<file path="config.mk">
export PLATFORM = sky130hd
export DESIGN_NAME = clk_en_gen
export DESIGN_NICKNAME = d
export VERILOG_FILES = /design/src/rtl/clk_en_pkg.sv /design/src/rtl/clk_en_chan.sv /design/src/rtl/clk_en_gen.sv
export SDC_FILE = /design/constraint.sdc
export NUM_CORES = 1
export LEC_CHECK = 0
export BUFFER_PORTS_ARGS = -buffer_cell sky130_fd_sc_hd__buf_2
export CORE_MARGIN = 2
export CORE_UTILIZATION = 60
export DETAILED_ROUTE_END_ITERATION = 12
export PLACE_DENSITY = 0.77
export SLEW_MARGIN = 20
export SYNTH_ARGS = -nofsm -noshare
export SYNTH_HDL_FRONTEND = slang
export SYNTH_SLANG_ARGS = --single-unit
</file>
<file path="constraint.sdc">
create_clock -name clk_in -period 12.45 [get_ports clk_in]
set_input_delay 1.8675 -clock clk_in [delete_from_list [all_inputs] [get_ports clk_in]]
set_output_delay 1.8675 -clock clk_in [all_outputs]
set_load 0.02 [all_outputs]
</file>
<file path="src/rtl/clk_en_pkg.sv">
// Shared constants, types and helpers for the clock-enable generator.
package clk_en_pkg;

    // Default counter/divisor width and reset divisor.
    localparam int CW_DEF      = 26;
    localparam int DIV_RST_DEF = 2;

    typedef logic [CW_DEF-1:0] div_t;

    // Width of a channel index; at least one bit even for a single channel.
    function automatic int ch_w(input int n);
        return (n > 1) ? $clog2(n) : 1;
    endfunction

endpackage

</file>
<file path="src/rtl/clk_en_chan.sv">
// One clock-enable channel: counts enabled edges, pulses tick on wrap and
// toggles sq. The divisor register is written whenever load is asserted; the
// parent only asserts load at a legal commit point (wrap, div==0 or sync).
module clk_en_chan
    import clk_en_pkg::*;
#(
    parameter int CW      = CW_DEF,
    parameter int DIV_RST = DIV_RST_DEF
) (
    input  logic          clk_in,
    input  logic          rst_n,
    input  logic          en,
    input  logic          sync,
    input  logic          load,
    input  logic [CW-1:0] load_div,
    output logic          tick,
    output logic          sq,
    output logic          wrap,
    output logic          div_zero
);

    localparam logic [CW:0] ONE = (CW+1)'(1);

    logic [CW-1:0] cnt;
    logic [CW-1:0] div;

    // Wrap compare is done one bit wider so div-1 cannot underflow.
    assign div_zero = (div == '0);
    assign wrap     = en && !div_zero && ({1'b0, cnt} >= ({1'b0, div} - ONE));

    // Counter, divisor and registered tick/sq; sync overrides wrap and en.
    always_ff @(posedge clk_in or negedge rst_n) begin
        if (!rst_n) begin
            cnt  <= '0;
            div  <= CW'(DIV_RST);
            tick <= 1'b0;
            sq   <= 1'b0;
        end else begin
            if (load)
                div <= load_div;
            if (sync) begin
                cnt  <= '0;
                tick <= 1'b0;
                sq   <= 1'b0;
            end else if (wrap) begin
                cnt  <= '0;
                tick <= 1'b1;
                sq   <= ~sq;
            end else if (en && !div_zero) begin
                cnt  <= cnt + CW'(1);
                tick <= 1'b0;
            end else begin
                tick <= 1'b0;
            end
        end
    end

endmodule

</file>
<file path="src/rtl/clk_en_gen.sv">
// Multi-channel programmable clock-enable generator. Owns the single pending
// divisor slot and the cfg_ready handshake; each channel is a clk_en_chan.
// Optional free-running cycle counter port: CLK_EN_GEN_FREERUN_EN.
module clk_en_gen
    import clk_en_pkg::*;
#(
    parameter int NCH     = 4,
    parameter int CW      = CW_DEF,
    parameter int DIV_RST = DIV_RST_DEF
) (
    input  logic                   clk_in,
    input  logic                   rst_n,
    input  logic                   en,
    input  logic                   sync,
    input  logic                   cfg_valid,
    output logic                   cfg_ready,
    input  logic [ch_w(NCH)-1:0]   cfg_ch,
    input  logic [CW-1:0]          cfg_div,
`ifdef CLK_EN_GEN_FREERUN_EN
    output logic [31:0]            free_cnt,
`endif
    output logic [NCH-1:0]         tick,
    output logic [NCH-1:0]         sq
);

    localparam int CHW = ch_w(NCH);

    logic           pend_vld;
    logic [CHW-1:0] pend_ch;
    logic [CW-1:0]  pend_div;
    logic           commit_d;
    logic [NCH-1:0] load;
    logic [NCH-1:0] wrap;
    logic [NCH-1:0] div_zero;
    logic           commit;
    logic           xfer;
    logic           ch_ok;

    assign xfer   = cfg_valid && cfg_ready;
    assign ch_ok  = int'(cfg_ch) < NCH;
    assign commit = |load;

    for (genvar i = 0; i < NCH; i++) begin : g_ch
        // A pending update lands at the target's wrap, at once if it is idle, or on sync.
        assign load[i] = pend_vld && (pend_ch == CHW'(i)) && (sync || wrap[i] || div_zero[i]);

        clk_en_chan #(
            .CW      (CW),
            .DIV_RST (DIV_RST)
        ) u_chan (
            .clk_in   (clk_in),
            .rst_n    (rst_n),
            .en       (en),
            .sync     (sync),
            .load     (load[i]),
            .load_div (pend_div),
            .tick     (tick[i]),
            .sq       (sq[i]),
            .wrap     (wrap[i]),
            .div_zero (div_zero[i])
        );
    end

    // Pending slot and ready: ready drops on an in-range transfer, returns the edge after commit.
    always_ff @(posedge clk_in or negedge rst_n) begin
        if (!rst_n) begin
            pend_vld  <= 1'b0;
            pend_ch   <= '0;
            pend_div  <= '0;
            commit_d  <= 1'b0;
            cfg_ready <= 1'b1;
        end else begin
            commit_d <= commit;
            if (commit)
                pend_vld <= 1'b0;
            if (commit_d) begin
                cfg_ready <= 1'b1;
            end else if (xfer && ch_ok) begin
                pend_vld  <= 1'b1;
                pend_ch   <= cfg_ch;
                pend_div  <= cfg_div;
                cfg_ready <= 1'b0;
            end
        end
    end

`ifdef CLK_EN_GEN_FREERUN_EN
    // Free-running cycle counter, independent of en and sync.
    always_ff @(posedge clk_in or negedge rst_n) begin
        if (!rst_n)
            free_cnt <= '0;
        else
            free_cnt <= free_cnt + 32'd1;
    end
`endif

endmodule

</file>
# After elaboration in Yosys (flattened, before gate mapping)
# Index checks and enable logic that the tools add are counted.
# word_totals
ff_bits	247
output_inout_bits	9
# op_classes
n_addsub	8
n_lt_le_gt_ge	4
eq_ne	3
n_mux	33
bitwise_logic	5
n_reduce_logical	45
# ops
cell	count
2-to-1 mux 26 bit	12
>= comparator 26 x 27 -> 1 bit	4
subtractor 26 x 1 -> 27 bit, second input constant	4
adder 26 x 1 -> 26 bit, second input constant	4
zero test 26 bit	4
2-to-1 mux 1 bit	21
logical AND 1 bit	17
nonzero test 3 bit	4
nonzero test 2 bit	5
logical OR 1 bit	8
inverter 1 bit	5
== test 2 bit, second input constant	2
zero test 1 bit	4
OR reduction 4 bit	1
== test 2 x 1 -> 1 bit, second input constant	1
zero test 2 bit	1
AND reduction 2 bit	1

# Longest topological paths before layout
# Gate-level depths: netlist of run 1.
# depth
ltp_word	11
mapped_depth	18
depth_no_buf	16

# Hierarchy
# A second synthesis of run 1 with hierarchy kept.
# hier_totals
cells_unflattened	1469
hier_area_um2	15268.4
# modules_own_cells
mod	n_inst	cells_per_inst	area_each_um2	seq_area_each_um2
clk_en_chan (g_ch[2].u_chan ...)	2	352	3603.5	1352.5
clk_en_chan (g_ch[1].u_chan)	1	344	3409.5	1352.5
clk_en_chan (g_ch[0].u_chan)	1	341	3387.0	1352.5
clk_en_gen	1	80	1265.0	777.0

# Worst setup path after synthesis of run 1
# No wires, ideal clock.
# synth_timing
path_kind	register to register
startpoint	register g_ch[0].u_chan.div[4]
endpoint	register g_ch[0].u_chan.div[25]
setup_ns	0.127
arrival_ns	4.052
t_required_ns	12.323
setup_slack_ns	8.271
stages_incl_launch_ff	18
period_less_slack_ns	4.179
path_cell_list	dfrtp_1 nor4_1 nand2_1 or3_1 nor4_1 nand2_1 nor4_1 xnor2_1 ha_1 and3_1 a21o_1 o21ai_0 o211ai_1 o221a_2 o31a_1 buf_2 buf_6 mux2_1
# synth_via
elab_chain_cells	7
elab_cells_between_ends	9
classes_between	add/sub: 1; order compare: 1; reduce/logical: 7
# synth_rtl
element	line_no	rtl
start, declared	clk_en_chan.sv:25	logic [CW-1:0] div;
start signal, assigned	clk_en_chan.sv:35	div <= CW'(DIV_RST);
start signal, assigned	clk_en_chan.sv:40	div <= load_div;
branches (longest 5 deep; another with subtractor 26 x 1 -> 27 bit)	n/a	
logical OR 1 bit (*)	clk_en_gen.sv:45	assign load[i] = pend_vld && (pend_ch == CHW'(i)) && (sync || wrap[i] || div_zero[i]);
logical AND 1 bit (*)	clk_en_gen.sv:45	
# Mark *: on every way between the ends.
# A chain may end at the register's enable or synchronous reset.

# Final worst setup path of run 1
# layout_timing
startpoint	register g_ch[0].u_chan.div[4]
endpoint	register commit_d
# layout_via
elab_chain_cells	8
elab_cells_between_ends	10
classes_between	add/sub: 1; order compare: 1; reduce/logical: 8
# layout_rtl
element	line_no	rtl
branches (longest 5 deep; another with subtractor 26 x 1 -> 27 bit)	n/a	
logical OR 1 bit (*)	clk_en_gen.sv:45	
logical AND 1 bit (*)	clk_en_gen.sv:45	
OR reduction 4 bit (*)	clk_en_gen.sv:41	assign commit = |load;
via commit	clk_en_gen.sv:35	logic commit;
end signal, assigned	clk_en_gen.sv:73	commit_d <= commit;
end, declared	clk_en_gen.sv:31	logic commit_d;
# Mark *: on every way through the listed nets, which the timed path passes.

==> results of run 1 <==
layout by cell type, fill, tap and decap left out, types with 5 or more instances in the layout:
cell,netlist,final
o21a_1,5,5
mux2_2,131,131
nand2b_1,7,7
a31oi_1,7,7
a21o_1,11,11
nor2b_1,6,6
nor2_1,163,163
o21ai_0,27,25
clkbuf_8,0,6
nand3_1,56,56
dfstp_2,5,5
dfrtp_1,242,242
a21oi_1,56,56
xor2_1,69,69
and3_1,25,25
clkbuf_16,0,27
ha_1,116,116
nor3b_1,9,9
or4_1,12,12
nand4_1,32,32
nor4_1,36,36
and4_1,9,9
nand2_1,111,111
nand3b_1,6,6
buf_2,11,40
or2_2,5,5
and2_1,5,5
a211oi_1,13,12
nor3_1,53,53
buf_4,9,12
xnor2_1,110,110
inv_1,29,29
clkinv_2,0,9
or3_1,14,14
flip-flops by register name, indices dropped and copies added, names as in the netlist:
name / cells
pend_ch: 2
pend_div: 26
g_ch.u_chan.tick: 4
commit_d: 1
g_ch.u_chan.cnt: 104
g_ch.u_chan.div: 104
g_ch.u_chan.sq: 4
pend_vld: 1
cfg_ready: 1
power breakdown:
group,total [mW],switching (mW),internal [mW]
Combinational,1.00,0.490,0.514
Clock,0.801,0.328,0.473
Sequential,1.40,0.364,1.03
routing by layer:
layer / share of wire / up-vias / GRT usage
met5: 0 / - / 0
met4: 0.040 / 0 / 0.100
met3: 0.043 / 73 / 0.0293
met2: 0.46 / 249 / 0.428
met1: 0.46 / 5360 / 0.369
li1: - / 5334 / -
synthesized netlist by cell type (4+ instances only):
library cell | instances | area (µm²)
inv_1 | 29 | 109
dfstp_2 | 5 | 131
buf_4 | 9 | 67.6
a31oi_1 | 7 | 43.8
xnor2_1 | 110 | 963
o211ai_1 | 4 | 30.0
mux2_2 | 131 | 1480
buf_2 | 11 | 55.1
o21ai_0 | 27 | 135
a21oi_1 | 56 | 280
o21a_1 | 5 | 37.5
and4_1 | 9 | 78.8
ha_1 | 116 | 1450
o31a_1 | 4 | 35.0
nor3b_1 | 9 | 67.6
nor4_1 | 36 | 225
or3_1 | 14 | 87.6
dfrtp_1 | 242 | 6060
nand3_1 | 56 | 280
nor2_1 | 163 | 612
and2_1 | 5 | 31.3
nor3_1 | 53 | 265
a211oi_1 | 13 | 97.6
nand2b_1 | 7 | 43.8
or4_1 | 12 | 90.1
xor2_1 | 69 | 604
nor2b_1 | 6 | 37.5
or2_2 | 5 | 31.3
a21o_1 | 11 | 82.6
clkbuf_1 | 20 | 75.1
nand2_1 | 111 | 417
nand4_1 | 32 | 200
nand3b_1 | 6 | 45.0
and3_1 | 25 | 156
final timing paths:
path	startpoint	end	slack, ps
max	g_ch[0].u_chan.div[4]	commit_d	7630
min	cfg_ready	cfg_ready	520
max reg2reg	g_ch[0].u_chan.div[4]	commit_d	7630
min reg2reg	cfg_ready	cfg_ready	520
max in group asynchronous	rst_n	g_ch[2].u_chan.div[5]	9590
min in group asynchronous	rst_n	g_ch[3].u_chan.cnt[2]	1350
worst max-delay path, delay by kind of cell, from the launching register on:
family / cells / cell delay, ps
AND/OR/NAND/NOR: 8 / 2500
adder cells (fa/ha/maj): 1 / 260
XOR/XNOR: 1 / 180
buffers and inverters: 1 / 240
flip-flops: 1 / 440
AO/OA/AOI/OAI: 5 / 1060
logic make-up (layout without fill, tap and decap cells):
kind of cell,Yosys count,in the layout
XOR/XNOR,179,179
flip-flops,247,247
multiplexers,132,132
buffers and inverters,73,131
AND/OR/NAND/NOR,559,559
adder cells (fa/ha/maj),116,116
AO/OA/AOI/OAI,163,163
through the flow:
step           utilization  cell area [µm²]
3_3_place_gp         0.631            15400
4_1_cts              0.668            16300
5_1_grt              0.669            16300
3_5_place_dp         0.631            15400
2_1_floorplan            -            14900
6_report             0.669            16300
final cells by class:
class	instances	area share
well taps	324	0.0249
repair buffers	53	0.0188
inverters	29	0.00669
flip-flops and latches	247	0.380
multi-input cells	1149	0.514
clock buffers	35	0.0471
clock inverters	14	0.00792
==> results.ini, run 1 <==
[synthesis]
synthXorXnorAreaFrac = 0.105
syn_area_per_cell_um2 = 10.1
synth_enable_flop_cells = 0
yosysSeqAreaShare = 0.416
synth_area_um2 = 14900
syn-num-nets = 1618
synth_compound_area_frac = 0.0716
synth_top_family_by_area = simple AND/OR/NAND/NOR gates
ys_ff_latch = 247
ys_types = 68
synth_async_sr_flop_share = 1.00
synth_fa_ha_area_frac = 0.0976
ys_warn_count = 0
ys.flop_type = dfrtp_1
synthMuxAreaShare = 0.0999
synth-simple-area-share = 0.187
syn_inst = 1469

[sta]
clock.fmax_ghz = 0.208
fin_ws_ps = 7630
grt_setup_unrepaired = no
setup_viol = 0
finClkSkew_ps = 12.4
finalCritPeriodShare = 0.387
max_slew_margin = 0.325
finalCriticalPeriod_ps = 4820
hold_ws_ps = 522
fin_tns_setup_ps = 0
worst_slew_pin_slew_ps = 987
drv_slew = 0
hold_viol = 0

[drt]
dr.first_iter.drc_count = 655
route.detailed.drc = 0
vias = 11000
drtAntennaViolNets = 0
totalWireLength_um = 33800
viasPerCell = 5.95
post_drt_wl_per_cell_um = 18.2
first_pass_iters = 5

[global_routing]
gr-total-overflow = 0
grt_max_degree = 104
first_global_vias = 10800
track_usage = 0.265
grt_first_pass_wirelength_um = 56000
antenna_found_initial = 0

[critical_path]
cp_data_required_time_ps = 12860
crit_chain = nor4_1 > nand2_1 > or3_1 > nor4_1 > nand2_1 > nor4_1 > xnor2_1 > ha_1 > and3_1 > a21o_1 > o21ai_0 > o211ai_1 > o221a_2 > o31a_1 > buf_4 > or3_1
path_max_fanout = 28
critical_path_arrival_ps = 5230
ff2ff_path_depth = 16
cp-end-kind = flip-flop
critPathKind = flip-flop to flip-flop
crit_path_start_kind = flip-flop
cp_slowest_cell = nor4_1
cp_common_cell = nor4_1
crit_path_max_incr_delay_ps = 490

[placement]
pre_cts_ws_ps = 7720
dp.cells = 1802
place_hpwl_um = 24000
place.gp.congestion = 0.886
portBuffers = 41

[clocking]
cts_tree = yes
cts_resized = 0
cts-root-buf = clkbuf_16
clk_pin_slew_ps = 60
postCtsHoldBufs = 0
clkLatencyLatePin_ps = 540
cts_buffer_depth = 3
clock-sinks = 247
post_cts_buffers = 0
cts_buffers = 27
htreeDepth = 1

[final_layout]
num-fill-cells = 1862
diodes = 0
multiInputGateArea_um2 = 8360
area_growth_pct = 9.32
fin_nets = 1656
instances_no_fill = 1851
drive_above_1_share = 0.167
area.sequential_um2 = 6190

[die]
die_h_um = 161
fp.dieW_um = 161
core_area_um2 = 24300
dieArea_um2 = 26100
num_rows = 57
initial_utilization = 0.612
num_io_pins = 42

[job]
drv_cap = 0

[outcome]
status = finished clean

[pwr]
ir_worst_vdd_mv = 0.121
p_per_area_nw_per_um2 = 197
leakagePower_nw = 6.96
finalPower_mw = 3.20

[worst_hold_path]
whs_path_depth = 1
worstHoldPathType = flip-flop to flip-flop

Note: power is estimated with default switching activity, not from simulation.
==> run 2, diff against run 1 <==
ABC_AREA = 1   (was not set)
CORE_UTILIZATION = 58   (was 60)
PLACE_DENSITY = 0.78   (was 0.77)
clock period = 3.9 ns   (was 12.45 ns; I/O delays follow)
==> run 2 against run 1 <==
- final area rose by 11%
- via count rose by 24%
- hold slack got worse by 480 ps
==> results.ini, run 2 <==
[critical_path]
path_max_fanout = 7
cp_data_required_time_ps = 4310
critical_path_arrival_ps = 4120
crit_path_max_incr_delay_ps = 430
cp_common_cell = nand2_2
critPathKind = flip-flop to flip-flop
cp-end-kind = flip-flop
crit_path_start_kind = flip-flop
cp_slowest_cell = dfrtp_2

[drt]
dr.first_iter.drc_count = 1081
post_drt_wl_per_cell_um = 16.3
first_pass_iters = 6
drtAntennaViolNets = 0
vias = 13700
route.detailed.drc = 0
totalWireLength_um = 39700
viasPerCell = 5.60

[synthesis]
synth_enable_flop_cells = 0
ys_ff_latch = 247
yosysSeqAreaShare = 0.395
yosys.area.top_type = dfrtp_1
synth.most_common_cell = nand2_1
syn_area_per_cell_um2 = 7.88
synth_area_um2 = 15700
ys_top_cells_by_count = nand2_1 (398), nor2_1 (314), dfrtp_1 (242), inv_1 (185), o21ai_0 (128)
synth_async_sr_flop_share = 1.00
ys.flop_type = dfrtp_1
ys_warn_count = 0
ys_types = 54
yosys.area.top_type_share = 0.387
syn_inst = 1987
syn-num-nets = 2136
yosys-top-cells-area = dfrtp_1 (39%), nand2_1 (9.5%), ha_1 (9.3%)

[pwr]
p_per_area_nw_per_um2 = 635
power.switching_mw = 4.79
p_clk_frac = 0.253
swShare = 0.417
p_int_mw = 6.70
combPwrFrac = 0.394
leakagePower_nw = 8.74
p_seq_frac = 0.353
ir_worst_vdd_mv = 0.460
finalPower_mw = 11.5

[clocking]
cts_buffers = 28
cts-root-buf = clkbuf_16
clk_pin_slew_ps = 60
postCtsHoldBufs = 0
cts_buffer_depth = 3
htreeDepth = 1
clock-sinks = 247
cts_tree = yes
clkLatencyLatePin_ps = 580

[sta]
finalCritPeriodShare = 0.951
finalCriticalPeriod_ps = 3710
clock.fmax_ghz = 0.270
hold_viol = 0
max_slew_margin = 0.356
finClkSkew_ps = 30.3
hold_ws_ps = 44.5
fin_tns_setup_ps = 0
setup_viol = 0
worst_slew_pin_slew_ps = 958
drv_slew = 0

[die]
core_area_um2 = 26700
num_io_pins = 42
die_h_um = 168
initial_utilization = 0.586
num_rows = 60
dieArea_um2 = 28300
fp.dieW_um = 168

[global_routing]
antenna_found_initial = 0
grt_first_pass_wirelength_um = 62200
first_global_vias = 12700
gr-total-overflow = 0
track_usage = 0.268
grt_max_degree = 114

[placement]
place.gp.congestion = 0.907
portBuffers = 41
place_hpwl_um = 27100
dp.cells = 2340

[job]
drv_cap = 0

[final_layout]
mostFrequentLayoutCell = nand2_1
instances_no_fill = 2440
largest_registers = g_ch.u_chan.cnt: 104 flops, g_ch.u_chan.div: 104 flops, pend_div: 26 flops
utilization = 0.677
fin_nets = 2226
diodes = 0
layout_common_cells = nand2_1 (394), nor2_1 (303), dfrtp_1 (241)
drive_above_1_share = 0.123
area_growth_pct = 15.5

[outcome]
status = finished clean

[worst_hold_path]
worstHoldPathType = primary input to asynchronous set/reset pin

## run 2: changes by cell type after synthesis, sizes merged, moves of 19 or more
cell,previous run,this run
a21oi,57,87
and3,25,4
inv,29,188
mux2,132,0
nand2,111,414
nand3,56,90
nand4,32,51
nor2,163,327
nor4,37,14
o21ai,31,134
xnor2,110,60
xor2,69,98
## run 2: per-stage QoR
| stage | area [µm²] | worst slack (ps) |
|---|---|---|
| final | 18100 | 191 |
| after global routing | 18100 | -127 |
| after CTS | 17300 | 55.1 |
| after detailed placement | 16300 | 41.4 |
| after global placement | 16300 | 154 |
| after floorplan | 15700 | 583 |
## run 2: cell families after synthesis
kind of cell | Yosys count | share of synthesized area
and+or+nand+nor | 981 | 0.277
AOI/OAI and AO/OA | 247 | 0.0832
DFF | 247 | 0.395
buffers and inverters | 238 | 0.0634
xor gates and xnor gates | 158 | 0.0884
adders and majority gates | 116 | 0.0927
## run 2: path summary, 6_finish.rpt
| path | start | endpoint | slack (ps) | cells past startpoint |
|---|---|---|---|---|
| max | g_ch[1].u_chan.div[2] | g_ch[1].u_chan.div[22] | 190 | 25 |
| min | rst_n | g_ch[3].u_chan.cnt[3] | 40 | 1 |
| max reg2reg | g_ch[1].u_chan.div[2] | g_ch[1].u_chan.div[22] | 190 | 25 |
| min reg2reg | cfg_ready | cfg_ready | 480 | 2 |
| max in group asynchronous | rst_n | cfg_ready | 2840 | 2 |
| min in group clk_in | cfg_valid | cfg_ready | 180 | 2 |
## run 2: repair_timing
item                                    CTS  global route
gates resized for setup                   2            64
pin swaps                                 0            28
setup buffers                             0            35
gates cloned                              0            13
endpoints found under the setup margin    2           185
## run 2: worst max-delay path, delay by kind of cell (launching register included)
kind            cells  cell delay, ps
compound gates      1              90
buf+inv             3             310
simple gates       19            2250
fa+ha+maj           1             290
xor+xnor            1             190
flops               1             430
## run 2: final cells by class
cell class | instances | area, µm²
timing repair buffer | 108 | 958
tap | 341 | 427
multi-input combinational | 1504 | 8760
clock buffer | 37 | 805
inverter | 188 | 708
sequential | 247 | 6190
fill | 2112 | 8640
clock inverter | 15 | 234
## run 2: power groups by stage
stage	Clock (mW)	Combinational, mW	Sequential, mW
floorplan	0	2.96	3.85
global placement	0	3.88	4.01
detailed placement	0	4.04	4.04
CTS	2.94	4.08	4.00
global route	3.04	5.09	4.14
finish	2.91	4.52	4.06
## run 2: routing by layer
metal | global-route usage | wire [µm] | up-vias
met5 | 0 | 0 | -
met4 | 0.0941 | 1340 | 0
met3 | 0.0376 | 2350 | 90
met2 | 0.435 | 18400 | 418
met1 | 0.370 | 17600 | 6489
li1 | - | - | 6656
